$ cat src/rtl/des_round_sequencer.sv
// Iterative DES controller: IP/FP wrap, key schedule and one Feistel round per cycle.
// Ports: clk, rst_n (async, active low), in_valid/in_ready/in_data/in_key/in_decrypt,
//   out_valid/out_ready/out_data, busy, round_idx.
// Option: define DES_SEQ_UNROLL2_EN for two chained rounds per cycle (ROUNDS must be even).
module des_round_sequencer #(
    parameter int ROUNDS      = 16,
    parameter int ROUND_CNT_W = 5
) (
    input  logic                   clk,
    input  logic                   rst_n,
    input  logic                   in_valid,
    output logic                   in_ready,
    input  logic [63:0]            in_data,
    input  logic [63:0]            in_key,
    input  logic                   in_decrypt,
    output logic                   out_valid,
    input  logic                   out_ready,
    output logic [63:0]            out_data,
    output logic                   busy,
    output logic [ROUND_CNT_W-1:0] round_idx
);

    typedef enum logic [1:0] {IDLE = 2'd0, RUN = 2'd1, DONE = 2'd2} state_t;

`ifdef DES_SEQ_UNROLL2_EN
    localparam int STEP = 2;
`else
    localparam int STEP = 1;
`endif
    localparam logic [ROUND_CNT_W-1:0] STEP_W   = ROUND_CNT_W'(STEP);
    localparam logic [ROUND_CNT_W-1:0] LAST_IDX = ROUND_CNT_W'(ROUNDS - STEP);

    // Bit i set where schedule step i moves by one position (else two).
    localparam logic [15:0] S1_MASK = 16'h8103;
    localparam logic [15:0] R1_MASK = 16'hC081;

    localparam int IP_T [64] = '{
        58,50,42,34,26,18,10,2, 60,52,44,36,28,20,12,4,
        62,54,46,38,30,22,14,6, 64,56,48,40,32,24,16,8,
        57,49,41,33,25,17,9,1,  59,51,43,35,27,19,11,3,
        61,53,45,37,29,21,13,5, 63,55,47,39,31,23,15,7};
    localparam int FP_T [64] = '{
        40,8,48,16,56,24,64,32, 39,7,47,15,55,23,63,31,
        38,6,46,14,54,22,62,30, 37,5,45,13,53,21,61,29,
        36,4,44,12,52,20,60,28, 35,3,43,11,51,19,59,27,
        34,2,42,10,50,18,58,26, 33,1,41,9,49,17,57,25};
    localparam int E_T [48] = '{
        32,1,2,3,4,5, 4,5,6,7,8,9, 8,9,10,11,12,13,
        12,13,14,15,16,17, 16,17,18,19,20,21,
        20,21,22,23,24,25, 24,25,26,27,28,29, 28,29,30,31,32,1};
    localparam int P_T [32] = '{
        16,7,20,21,29,12,28,17, 1,15,23,26,5,18,31,10,
        2,8,24,14,32,27,3,9,    19,13,30,6,22,11,4,25};
    localparam int PC1_T [56] = '{
        57,49,41,33,25,17,9, 1,58,50,42,34,26,18,
        10,2,59,51,43,35,27, 19,11,3,60,52,44,36,
        63,55,47,39,31,23,15, 7,62,54,46,38,30,22,
        14,6,61,53,45,37,29, 21,13,5,28,20,12,4};
    localparam int PC2_T [48] = '{
        14,17,11,24,1,5, 3,28,15,6,21,10,
        23,19,12,4,26,8, 16,7,27,20,13,2,
        41,52,31,37,47,55, 30,40,51,45,33,48,
        44,49,39,56,34,53, 46,42,50,36,29,32};
    // One word per S-box row, 16 nibbles with column 0 leftmost.
    localparam logic [63:0] SBOX [32] = '{
        64'hE4D12FB83A6C5907, 64'h0F74E2D1A6CB9538,
        64'h41E8D62BFC973A50, 64'hFC8249175B3EA06D,
        64'hF18E6B34972DC05A, 64'h3D47F28EC01A69B5,
        64'h0E7BA4D158C6932F, 64'hD8A13F42B67C05E9,
        64'hA09E63F51DC7B428, 64'hD709346A285ECBF1,
        64'hD6498F30B12C5AE7, 64'h1AD069874FE3B52C,
        64'h7DE3069A1285BC4F, 64'hD8B56F03472C1AE9,
        64'hA690CB7DF13E5284, 64'h3F06A1D8945BC72E,
        64'h2C417AB6853FD0E9, 64'hEB2C47D150FA3986,
        64'h421BAD78F9C5630E, 64'hB8C71E2D6F09A453,
        64'hC1AF92680D34E75B, 64'hAF427C9561DE0B38,
        64'h9EF528C3704A1DB6, 64'h432C95FABE17608D,
        64'h4B2EF08D3C975A61, 64'hD0B7491AE35C2F86,
        64'h14BDC37EAF680592, 64'h6BD814A7950FE23C,
        64'hD2846FB1A93E50C7, 64'h1FD8A374C56B0E92,
        64'h7B419CE206ADF358, 64'h21E74A8DFC90356B};

    function automatic logic [63:0] ip(input logic [63:0] x);
        logic [63:0] o;
        for (int i = 0; i < 64; i++) o[6'(63-i)] = x[6'(64-IP_T[i])];
        return o;
    endfunction

    function automatic logic [63:0] fp(input logic [63:0] x);
        logic [63:0] o;
        for (int i = 0; i < 64; i++) o[6'(63-i)] = x[6'(64-FP_T[i])];
        return o;
    endfunction

    function automatic logic [55:0] pc1(input logic [63:0] k);
        logic [55:0] o;
        for (int i = 0; i < 56; i++) o[6'(55-i)] = k[6'(64-PC1_T[i])];
        return o;
    endfunction

    function automatic logic [47:0] pc2(input logic [55:0] cd);
        logic [47:0] o;
        for (int i = 0; i < 48; i++) o[6'(47-i)] = cd[6'(56-PC2_T[i])];
        return o;
    endfunction

    function automatic logic [27:0] rotl(input logic [27:0] x, input logic one);
        return one ? {x[26:0], x[27]} : {x[25:0], x[27:26]};
    endfunction

    function automatic logic [27:0] rotr(input logic [27:0] x, input logic one);
        return one ? {x[0], x[27:1]} : {x[1:0], x[27:2]};
    endfunction

    function automatic logic [31:0] feistel(input logic [31:0] r, input logic [47:0] k);
        logic [47:0] x;
        logic [31:0] s;
        logic [31:0] o;
        logic [5:0]  six;
        logic [63:0] w;
        for (int i = 0; i < 48; i++) x[6'(47-i)] = r[5'(32-E_T[i])];
        x = x ^ k;
        for (int b = 0; b < 8; b++) begin
            six = x[6'(47-6*b) -: 6];
            w   = SBOX[5'(4*b + 2*int'(six[5]) + int'(six[0]))];
            s[5'(31-4*b) -: 4] = w[6'(63 - 4*int'(six[4:1])) -: 4];
        end
        for (int i = 0; i < 32; i++) o[5'(31-i)] = s[5'(32-P_T[i])];
        return o;
    endfunction

    state_t                   state_q;
    logic [31:0]              l_q, r_q, l_d, r_d, l1, r1;
    logic [27:0]              c_q, d_q, c_d, d_d, c1, d1;
    logic [47:0]              k1;
    logic [ROUND_CNT_W-1:0]   rnd_q;
    logic                     dec_q;
    logic                     out_valid_q;
    logic [63:0]              out_data_q;
    logic                     accept;
`ifdef DES_SEQ_UNROLL2_EN
    logic [27:0]              c2, d2;
    logic [47:0]              k2;
    logic [ROUND_CNT_W-1:0]   rnd_n;
`endif

    // Encrypt rotates before deriving the key; decrypt derives then undoes.
    always_comb begin
        if (dec_q) begin
            k1 = pc2({c_q, d_q});
            c1 = rotr(c_q, R1_MASK[rnd_q[3:0]]);
            d1 = rotr(d_q, R1_MASK[rnd_q[3:0]]);
        end else begin
            c1 = rotl(c_q, S1_MASK[rnd_q[3:0]]);
            d1 = rotl(d_q, S1_MASK[rnd_q[3:0]]);
            k1 = pc2({c1, d1});
        end
        l1 = r_q;
        r1 = l_q ^ feistel(r_q, k1);
`ifdef DES_SEQ_UNROLL2_EN
        rnd_n = rnd_q + 1'b1;
        if (dec_q) begin
            k2 = pc2({c1, d1});
            c2 = rotr(c1, R1_MASK[rnd_n[3:0]]);
            d2 = rotr(d1, R1_MASK[rnd_n[3:0]]);
        end else begin
            c2 = rotl(c1, S1_MASK[rnd_n[3:0]]);
            d2 = rotl(d1, S1_MASK[rnd_n[3:0]]);
            k2 = pc2({c2, d2});
        end
        l_d = r1;
        r_d = l1 ^ feistel(r1, k2);
        c_d = c2;
        d_d = d2;
`else
        l_d = l1;
        r_d = r1;
        c_d = c1;
        d_d = d1;
`endif
    end

    // in_ready is forced low while reset is held.
    assign in_ready  = rst_n & ((state_q == IDLE) |
                                ((state_q == DONE) & out_ready));
    assign accept    = in_valid & in_ready;
    assign out_valid = out_valid_q;
    assign out_data  = out_data_q;
    assign busy      = (state_q == RUN);
    assign round_idx = (state_q == RUN) ? rnd_q : '0;

    always_ff @(posedge clk or negedge rst_n) begin
        if (!rst_n) begin
            state_q     <= IDLE;
            l_q         <= '0;
            r_q         <= '0;
            c_q         <= '0;
            d_q         <= '0;
            rnd_q       <= '0;
            dec_q       <= 1'b0;
            out_valid_q <= 1'b0;
            out_data_q  <= '0;
        end else begin
            unique case (state_q)
                IDLE: begin
                    if (accept) begin
                        {l_q, r_q} <= ip(in_data);
                        {c_q, d_q} <= pc1(in_key);
                        dec_q      <= in_decrypt;
                        rnd_q      <= '0;
                        state_q    <= RUN;
                    end
                end
                RUN: begin
                    l_q   <= l_d;
                    r_q   <= r_d;
                    c_q   <= c_d;
                    d_q   <= d_d;
                    rnd_q <= rnd_q + STEP_W;
                    if (rnd_q == LAST_IDX) begin
                        // Output undoes the last half-swap.
                        out_data_q  <= fp({r_d, l_d});
                        out_valid_q <= 1'b1;
                        rnd_q       <= '0;
                        state_q     <= DONE;
                    end
                end
                DONE: begin
                    if (out_ready) begin
                        out_valid_q <= 1'b0;
                        state_q     <= IDLE;
                        if (in_valid) begin
                            {l_q, r_q} <= ip(in_data);
                            {c_q, d_q} <= pc1(in_key);
                            dec_q      <= in_decrypt;
                            rnd_q      <= '0;
                            state_q    <= RUN;
                        end
                    end
                end
                default: state_q <= IDLE;
            endcase
        end
    end

endmodule

$ cat config.mk
export PLATFORM = sky130hd
export DESIGN_NAME = des_round_sequencer
export DESIGN_NICKNAME = d
export VERILOG_FILES = /design/src/rtl/des_round_sequencer.sv
export SDC_FILE = /design/constraint.sdc
export NUM_CORES = 1
export LEC_CHECK = 0
export ABC_AREA = 1
export CAP_MARGIN = 5
export CORE_ASPECT_RATIO = 0.6
export CORE_MARGIN = 2
export CORE_UTILIZATION = 59
export CTS_BUF_LIST = sky130_fd_sc_hd__clkbuf_8 sky130_fd_sc_hd__clkbuf_16
export DETAILED_ROUTE_END_ITERATION = 8
export DONT_BUFFER_PORTS = 1
export GPL_ROUTABILITY_DRIVEN = 0
export PLACE_DENSITY = 0.81
export SLEW_MARGIN = 10
export SYNTH_ARGS = -nofsm -noshare
export SYNTH_HDL_FRONTEND = slang
export SYNTH_SLANG_ARGS = --single-unit
$ cat constraint.sdc
create_clock -name clk -period 2.17 [get_ports clk]
set_input_delay 0.217 -clock clk [delete_from_list [all_inputs] [get_ports clk]]
set_output_delay 0.217 -clock clk [all_outputs]
set_load 0.02 [all_outputs]
==> flow_metrics.py, run 1 <==
metrics = {
    "detailed_routing": {
        "wl_per_cell_um": 16.9,
        "drtAntennaViolNets": 0,
        "vias": 5892,
        "drc": 0,
        "routed_wl_um": 17200,
        "drt_first_pass_iters": 5,
        "vias_per_cell": 5.81,
        "drt_first_iter_violations": 826,
    },
    "critical_path": {
        "cp.arrival_ns": 2.75,
        "crit_required_ns": 2.41,
        "worstPathCellList": "buf_4 -> ha_4 -> nand2_2 -> nand3_4 -> nand2_4 -> inv_4 -> nand2_2 -> nand3_2 -> nand2_1 -> nand2_1 -> nand2_2 -> inv_2 -> ha_4 -> nand2_4 -> a21oi_2 -> nand2_1 -> nand2_1 -> nand2_1 -> nand2_1 -> nand2_1 -> nand3_1 -> nand2_1",
        "critPathMaxStageDelay_ns": 0.42,
        "startpoint_type": "flip-flop",
        "path_max_fanout": 4,
        "critical_path.most_common_cell": "nand2_1",
        "worstSetupEndpointType": "flip-flop",
        "path_class": "reg2reg",
        "critPathSlowestCell": "dfrtp_1",
    },
    "layout": {
        "final_net_count": 1019,
        "area_growth_pct": 22.9,
        "fin_area_mm2": 0.00696,
        "n_fill_cell": 648,
        "drive_above_1_share": 0.257,
        "finalCoreUtilization": 0.752,
        "antenna_cells": 0,
    },
    "flow_run": {
        "cap_violations": 0,
    },
    "outcome": {
        "violations": "negative setup slack",
        "status": "finished with violations",
    },
    "timing": {
        "slew-limit-headroom": 0.528,
        "fmax_mhz": 400,
        "fin_crit_ns": 2.50,
        "rsz0062_at_grt": "yes",
        "fin_skew_ns": 0.00903,
        "worst_pin_slew_ns": 0.703,
        "report.final.slew_viol_count": 0,
        "fin_crit_sh": 1.15,
        "setup_ws_ns": -0.333,
        "fin_tns_setup_ns": -1.85,
        "setup_violations": 7,
        "hold_viol_final": 0,
    },
    "die": {
        "die_area_mm2": 0.0104,
        "start_util": 0.612,
        "die_x_um": 130,
        "row_count": 27,
        "die_y_um": 79.9,
        "core-area_mm2": 0.00926,
        "io_pins": 205,
    },
    "placement": {
        "placed_cell_area_mm2": 0.00613,
        "place.detailed.hpwl_um": 11400,
        "io_buffers": 0,
    },
    "logic_synthesis": {
        "ys_top_cells_by_count": "nand2_1 (220), nand3_1 (90), o21ai_0 (90), dfrtp_1 (80), inv_1 (67)",
        "synth_area_mm2": 0.00566,
        "synthCells": 815,
        "synth_edf_count": 0,
        "synthFlopType": "dfrtp_1",
        "yosysMostFrequentCell": "nand2_1",
        "syn_area_per_cell_um2": 6.95,
        "yosysWarningCount": 0,
        "netlist.area_leader.share": 0.353,
        "synth_area_leaders": "dfrtp_1 (35%), nand2_1 (15%), nand3_1 (8.0%)",
        "synth_top_area_cell": "dfrtp_1",
        "ys_seq_area_frac": 0.353,
        "ys_async_sr_fraction": 1.00,
        "synth-seq-cells": 80,
        "synth.distinct_cells": 36,
    },
    "clock_network": {
        "numCtsBuffers": 9,
        "clockBufferDepth": 2,
        "root_buffer": "clkbuf_16",
        "clkSinkCount": 80,
        "cts_tree": "done",
        "cts.reportedPaths.clkPinSlew_ns": 0.07,
        "htreeDepth": 3,
        "insertion_delay_ns": 0.35,
    },
    "global_routing": {
        "grt_max_degree": 81,
        "grt_pass1_wl_um": 27100,
        "antenna_found_initial": 0,
        "grt_pass1_vias": 5432,
        "grt_overflow": 0,
        "gr-usage-all-layers": 0.331,
    },
    "min_path": {
        "hold_class": "in2reg",
    },
}
==> logic make-up (layout without fill, tap and decap cells) <==
logic type | Yosys count | after routing | synth area share
and+or+nand+nor | 371 | 371 | 0.286
AOI/OAI and AO/OA | 185 | 185 | 0.184
buffers and inverters | 165 | 187 | 0.147
DFF | 80 | 80 | 0.353
adders and majority gates | 7 | 7 | 0.0155
xor gates and xnor gates | 6 | 6 | 0.0133
other | 1 | 48 | 0.000662
==> through the flow <==
stage | std cells | hold slack [ns] | setup slack, ns
finish | 1014 | 0.0155 | -0.333
floorplan | 862 | -0.0786 | -0.142
global placement | 976 | -0.0772 | -0.226
CTS | 1003 | 0.0140 | -0.260
detailed placement | 976 | -0.0772 | -0.332
global route | 1014 | 0.0160 | -0.463
==> layout make-up <==
class / count / area, um^2 / share of cell area
Clock buffer: 9 / 225 / 0.0324
Clock inverter: 7 / 61.3 / 0.00881
Inverter: 80 / 307 / 0.0440
Multi-Input combinational cell: 617 / 3420 / 0.491
Sequential cell: 80 / 2000 / 0.288
Tap cell: 130 / 163 / 0.0234
Timing Repair Buffer: 91 / 782 / 0.112
==> worst paths after layout <==
kind                            cells after the start        from       end  slack, ns
worst min-delay path                                2  in_data[3]    l1[15]       0.02
min in group asynchronous                           2       rst_n    l1[21]       0.44
worst min register to register                      2      l1[13]    l1[13]       0.49
worst max register to register                     22    rnd_q[1]    l1[10]      -0.33
max in group asynchronous                           2       rst_n  rnd_q[2]       1.42
worst max-delay path                               22    rnd_q[1]    l1[10]      -0.33
==> routing by layer <==
layer	global-route usage	routed length, um	part of all wire
met4	0.0862	357	0.021
met3	0.109	2190	0.13
met2	0.513	7670	0.45
met1	0.447	6940	0.40
met5	0	0	0
==> registers in the layout, summed over array words and instances, names as in the netlist <==
signal	flops
d_q	28
l1	20
out_data	16
l_q	7
rnd_q	5
state_q	2
dec_q	1
out_valid	1
==> placed cells by master (no fill, tap or decap), types with 2 or more instances in the layout <==
cell type      count
nand2_1          182
o21ai_0           88
buf_4             81
dfrtp_1           79
nand3_1           73
inv_1             62
conb_1            48
nand2_2           40
a21oi_1           40
nor2_1            27
nand3_2           22
inv_2             15
o211ai_1          13
nand2_4           12
o21ai_1           11
clkbuf_16          9
o22ai_1            8
o21ai_2            7
nand4_1            6
a22oi_1            5
ha_4               5
buf_12             5
nand3_4            4
a21oi_2            4
o21ai_4            3
xor2_2             3
clkinvlp_4         3
inv_6              3
a32o_1             2
nor2_4             2
xor2_1             2
ha_1               2
dlygate4sd3_1      2
==> worst max-delay path: cells and delay by family (launching register included) <==
| kind | cells | cell delay (ns) |
|---|---|---|
| fa+ha+maj | 2 | 0.43 |
| flops | 1 | 0.42 |
| simple gates | 16 | 1.15 |
| compound gates | 1 | 0.14 |
| buf+inv | 3 | 0.28 |
==> timing repair <==
| item | 4_1_cts | 5_1_grt |
|---|---|---|
| gates resized for setup | 37 | 53 |
| endpoints found under the hold margin | 81 | 0 |
| setup endpoints to repair | 7 | 10 |
| hold buffers | 3 | 0 |
| pin swaps | 31 | 33 |
| cloned | 0 | 0 |
| buffers inserted | 8 | 12 |
Power of run 1 is left out: the tool's default activity adds up to more than one toggle a clock period on the data nets, which glitch-free logic cannot reach.
==> run 2, diff against run 1 <==
--- a/config.mk
+++ b/config.mk
@@ -7,14 +7,16 @@
 export LEC_CHECK = 0
 export ABC_AREA = 1
 export CAP_MARGIN = 5
+export CELL_PAD_IN_SITES_DETAIL_PLACEMENT = 1
+export CELL_PAD_IN_SITES_GLOBAL_PLACEMENT = 2
 export CORE_ASPECT_RATIO = 0.6
 export CORE_MARGIN = 2
-export CORE_UTILIZATION = 59
+export CORE_UTILIZATION = 31
 export CTS_BUF_LIST = sky130_fd_sc_hd__clkbuf_8 sky130_fd_sc_hd__clkbuf_16
 export DETAILED_ROUTE_END_ITERATION = 8
 export DONT_BUFFER_PORTS = 1
 export GPL_ROUTABILITY_DRIVEN = 0
-export PLACE_DENSITY = 0.81
+export PLACE_DENSITY = 0.8
 export SLEW_MARGIN = 10
 export SYNTH_ARGS = -nofsm -noshare
 export SYNTH_HDL_FRONTEND = slang
==> run 2 against run 1 <==
Hold slack lost 0.0045 ns. Die area grew 86%. Register-to-register slack is essentially flat. Largest cell class unchanged. Highest routed layer unchanged. Global-route usage shrank 12 points. The flow still finishes with violations (negative setup slack).
==> flow_metrics.py, run 2 (same netlist as run 1, synthesis figures left out) <==
metrics = {
    "layout": {
        "seq_area_mm2": 0.00200,
        "final_net_count": 1037,
        "finalCoreUtilization": 0.395,
        "top_register": "d_q",
        "drive_above_1_share": 0.237,
        "area_growth_pct": 25.2,
        "final_cell_mix": "nand2_1 (197), buf_4 (96), o21ai_0 (89), nand3_1 (84), dfrtp_1 (78)",
        "multi_input_area_mm2": 0.00326,
        "largest_register_ffs": 28,
        "stdcell_count": 1142,
        "final_common_cell": "nand2_1",
        "antenna_cells": 0,
        "n_fill_cell": 2267,
    },
    "clock_network": {
        "clockBufferDepth": 2,
        "insertion_delay_ns": 0.37,
        "numCtsBuffers": 9,
        "htreeDepth": 3,
        "clkSinkCount": 80,
        "cts.reportedPaths.clkPinSlew_ns": 0.07,
        "cts_tree": "done",
        "root_buffer": "clkbuf_16",
    },
    "pwr": {
        "combPwrFrac": 0.704,
        "powerDensity_mw_per_mm2": 2170,
        "switching_power_mw": 8.07,
        "switching_share": 0.523,
        "vdd_drop_max_uv": 633,
        "pwr-share-clk": 0.107,
        "cell_internal_pwr_mw": 7.35,
        "leakage_nw": 3.45,
        "seqPwrFrac": 0.189,
        "finalPower_mw": 15.4,
    },
    "placement": {
        "dp_cells": 1110,
        "io_buffers": 0,
        "place.detailed.hpwl_um": 14800,
    },
    "critical_path": {
        "startpoint_type": "flip-flop",
        "critPathSlowestCell": "dfrtp_2",
        "critPathMaxStageDelay_ns": 0.44,
        "r2r_setup_slack_ns": -0.33,
        "critPathTopFamily": "simple AND/OR/NAND/NOR gates",
        "crit_buf_inv": 4,
        "path_max_fanout": 8,
        "crit_required_ns": 2.43,
        "cp.arrival_ns": 2.75,
        "worstSetupEndpointType": "flip-flop",
        "path_class": "reg2reg",
        "worstPathCellList": "inv_2 -> ha_4 -> nand2_2 -> nand2_2 -> nand2_2 -> nand2_4 -> buf_8 -> clkinvlp_4 -> nand2_2 -> o211ai_1 -> buf_4 -> nand2_2 -> nand2_1 -> nand2_1 -> nand2_1 -> nor2_1 -> nand3_1 -> nand3_2 -> nand3_1 -> nand2_1 -> nand2_1",
    },
    "flow_run": {
        "cap_violations": 0,
    },
    "detailed_routing": {
        "vias_per_cell": 4.96,
        "routed_wl_um": 20000,
        "drtAntennaViolNets": 0,
        "wl_per_cell_um": 17.5,
        "drt_first_iter_violations": 371,
        "drt_first_pass_iters": 5,
        "vias": 5667,
        "drc": 0,
    },
    "global_routing": {
        "grt_max_degree": 81,
        "gr-usage-all-layers": 0.216,
        "grt_pass1_wl_um": 31800,
        "grt_pass1_vias": 5568,
        "grt_overflow": 0,
        "antenna_found_initial": 0,
    },
    "die": {
        "row_count": 38,
        "die_area_mm2": 0.0194,
        "core-area_mm2": 0.0180,
        "start_util": 0.315,
        "die_y_um": 109,
        "io_pins": 205,
        "die_x_um": 179,
    },
    "timing": {
        "fin_crit_sh": 1.15,
        "setup_ws_ns": -0.325,
        "setup_violations": 7,
        "fin_tns_setup_ns": -1.85,
        "worst_pin_slew_ns": 0.685,
        "rsz0062_at_grt": "yes",
        "hold_viol_final": 0,
        "fin_skew_ns": 0.0142,
        "report.final.slew_viol_count": 0,
        "fin_crit_ns": 2.50,
        "holdWs_ns": 0.0109,
        "slew-limit-headroom": 0.541,
        "fmax_mhz": 401,
    },
    "outcome": {
        "status": "finished with violations",
        "violations": "negative setup slack",
    },
    "min_path": {
        "hold_class": "in2reg",
    },
}
[run 2: layout make-up]
cell class | instances | share of cell area
Clock buffer | 9 | 0.0318
Clock inverter | 7 | 0.0118
Inverter | 80 | 0.0432
Multi-Input combinational cell | 617 | 0.459
Sequential cell | 80 | 0.283
Tap cell | 240 | 0.0423
Timing Repair Buffer | 109 | 0.129
[run 2: power groups by stage]
stage / clock, mW / combinational, mW / sequential [mW]
after global placement: 0 / 9.64 / 2.89
after CTS: 1.70 / 10.4 / 2.89
after detailed placement: 0 / 9.91 / 2.90
after floorplan: 0 / 6.31 / 2.72
final: 1.66 / 10.8 / 2.91
after global routing: 1.75 / 12.1 / 3.01
[run 2: worst paths after layout]
path | start | end | depth (start not counted)
min in group asynchronous | rst_n | d_q[9] | 2
hold / removal | in_data[23] | l1[29] | 2
max in group asynchronous | rst_n | rnd_q[1] | 2
setup / recovery | rnd_q[0] | l1[7] | 21
hold reg to reg | l1[13] | l1[13] | 2
setup reg to reg | rnd_q[0] | l1[7] | 21
[run 2: stage by stage]
| stage | area [um^2] | worst slack [ns] |
|---|---|---|
| 2_1_floorplan | 5910 | -0.142 |
| 3_3_place_gp | 6430 | -0.295 |
| 3_5_place_dp | 6430 | -0.408 |
| 4_1_cts | 6950 | -0.308 |
| 5_1_grt | 7090 | -0.521 |
| 6_report | 7090 | -0.325 |
[run 2: worst reg2reg max path, delay by kind of cell (launching register included)]
kind / cells / cell delay (ns)
compound gates: 1 / 0.09
fa+ha+maj: 1 / 0.13
buf+inv: 4 / 0.59
flops: 1 / 0.44
simple gates: 15 / 1.15
[run 2: routing by layer]
layer | wire length [um] | GRT usage | vias to the layer above
met1 | 10800 | 0.331 | 2771
met5 | 0 | 0 | -
met2 | 7910 | 0.303 | 128
li1 | - | - | 2759
met4 | 142 | 0.0389 | 0
met3 | 1200 | 0.0533 | 9
[run 2: repair_timing]
| item | CTS | global route |
|---|---|---|
| buffers inserted | 6 | 4 |
| pin swaps | 11 | 10 |
| gates resized for setup | 24 | 27 |
| setup endpoints to repair | 7 | 8 |
| hold endpoints to repair | 84 | 0 |
| hold buffers | 6 | 0 |
No activity file was read; power rests on OpenSTA's default activity.
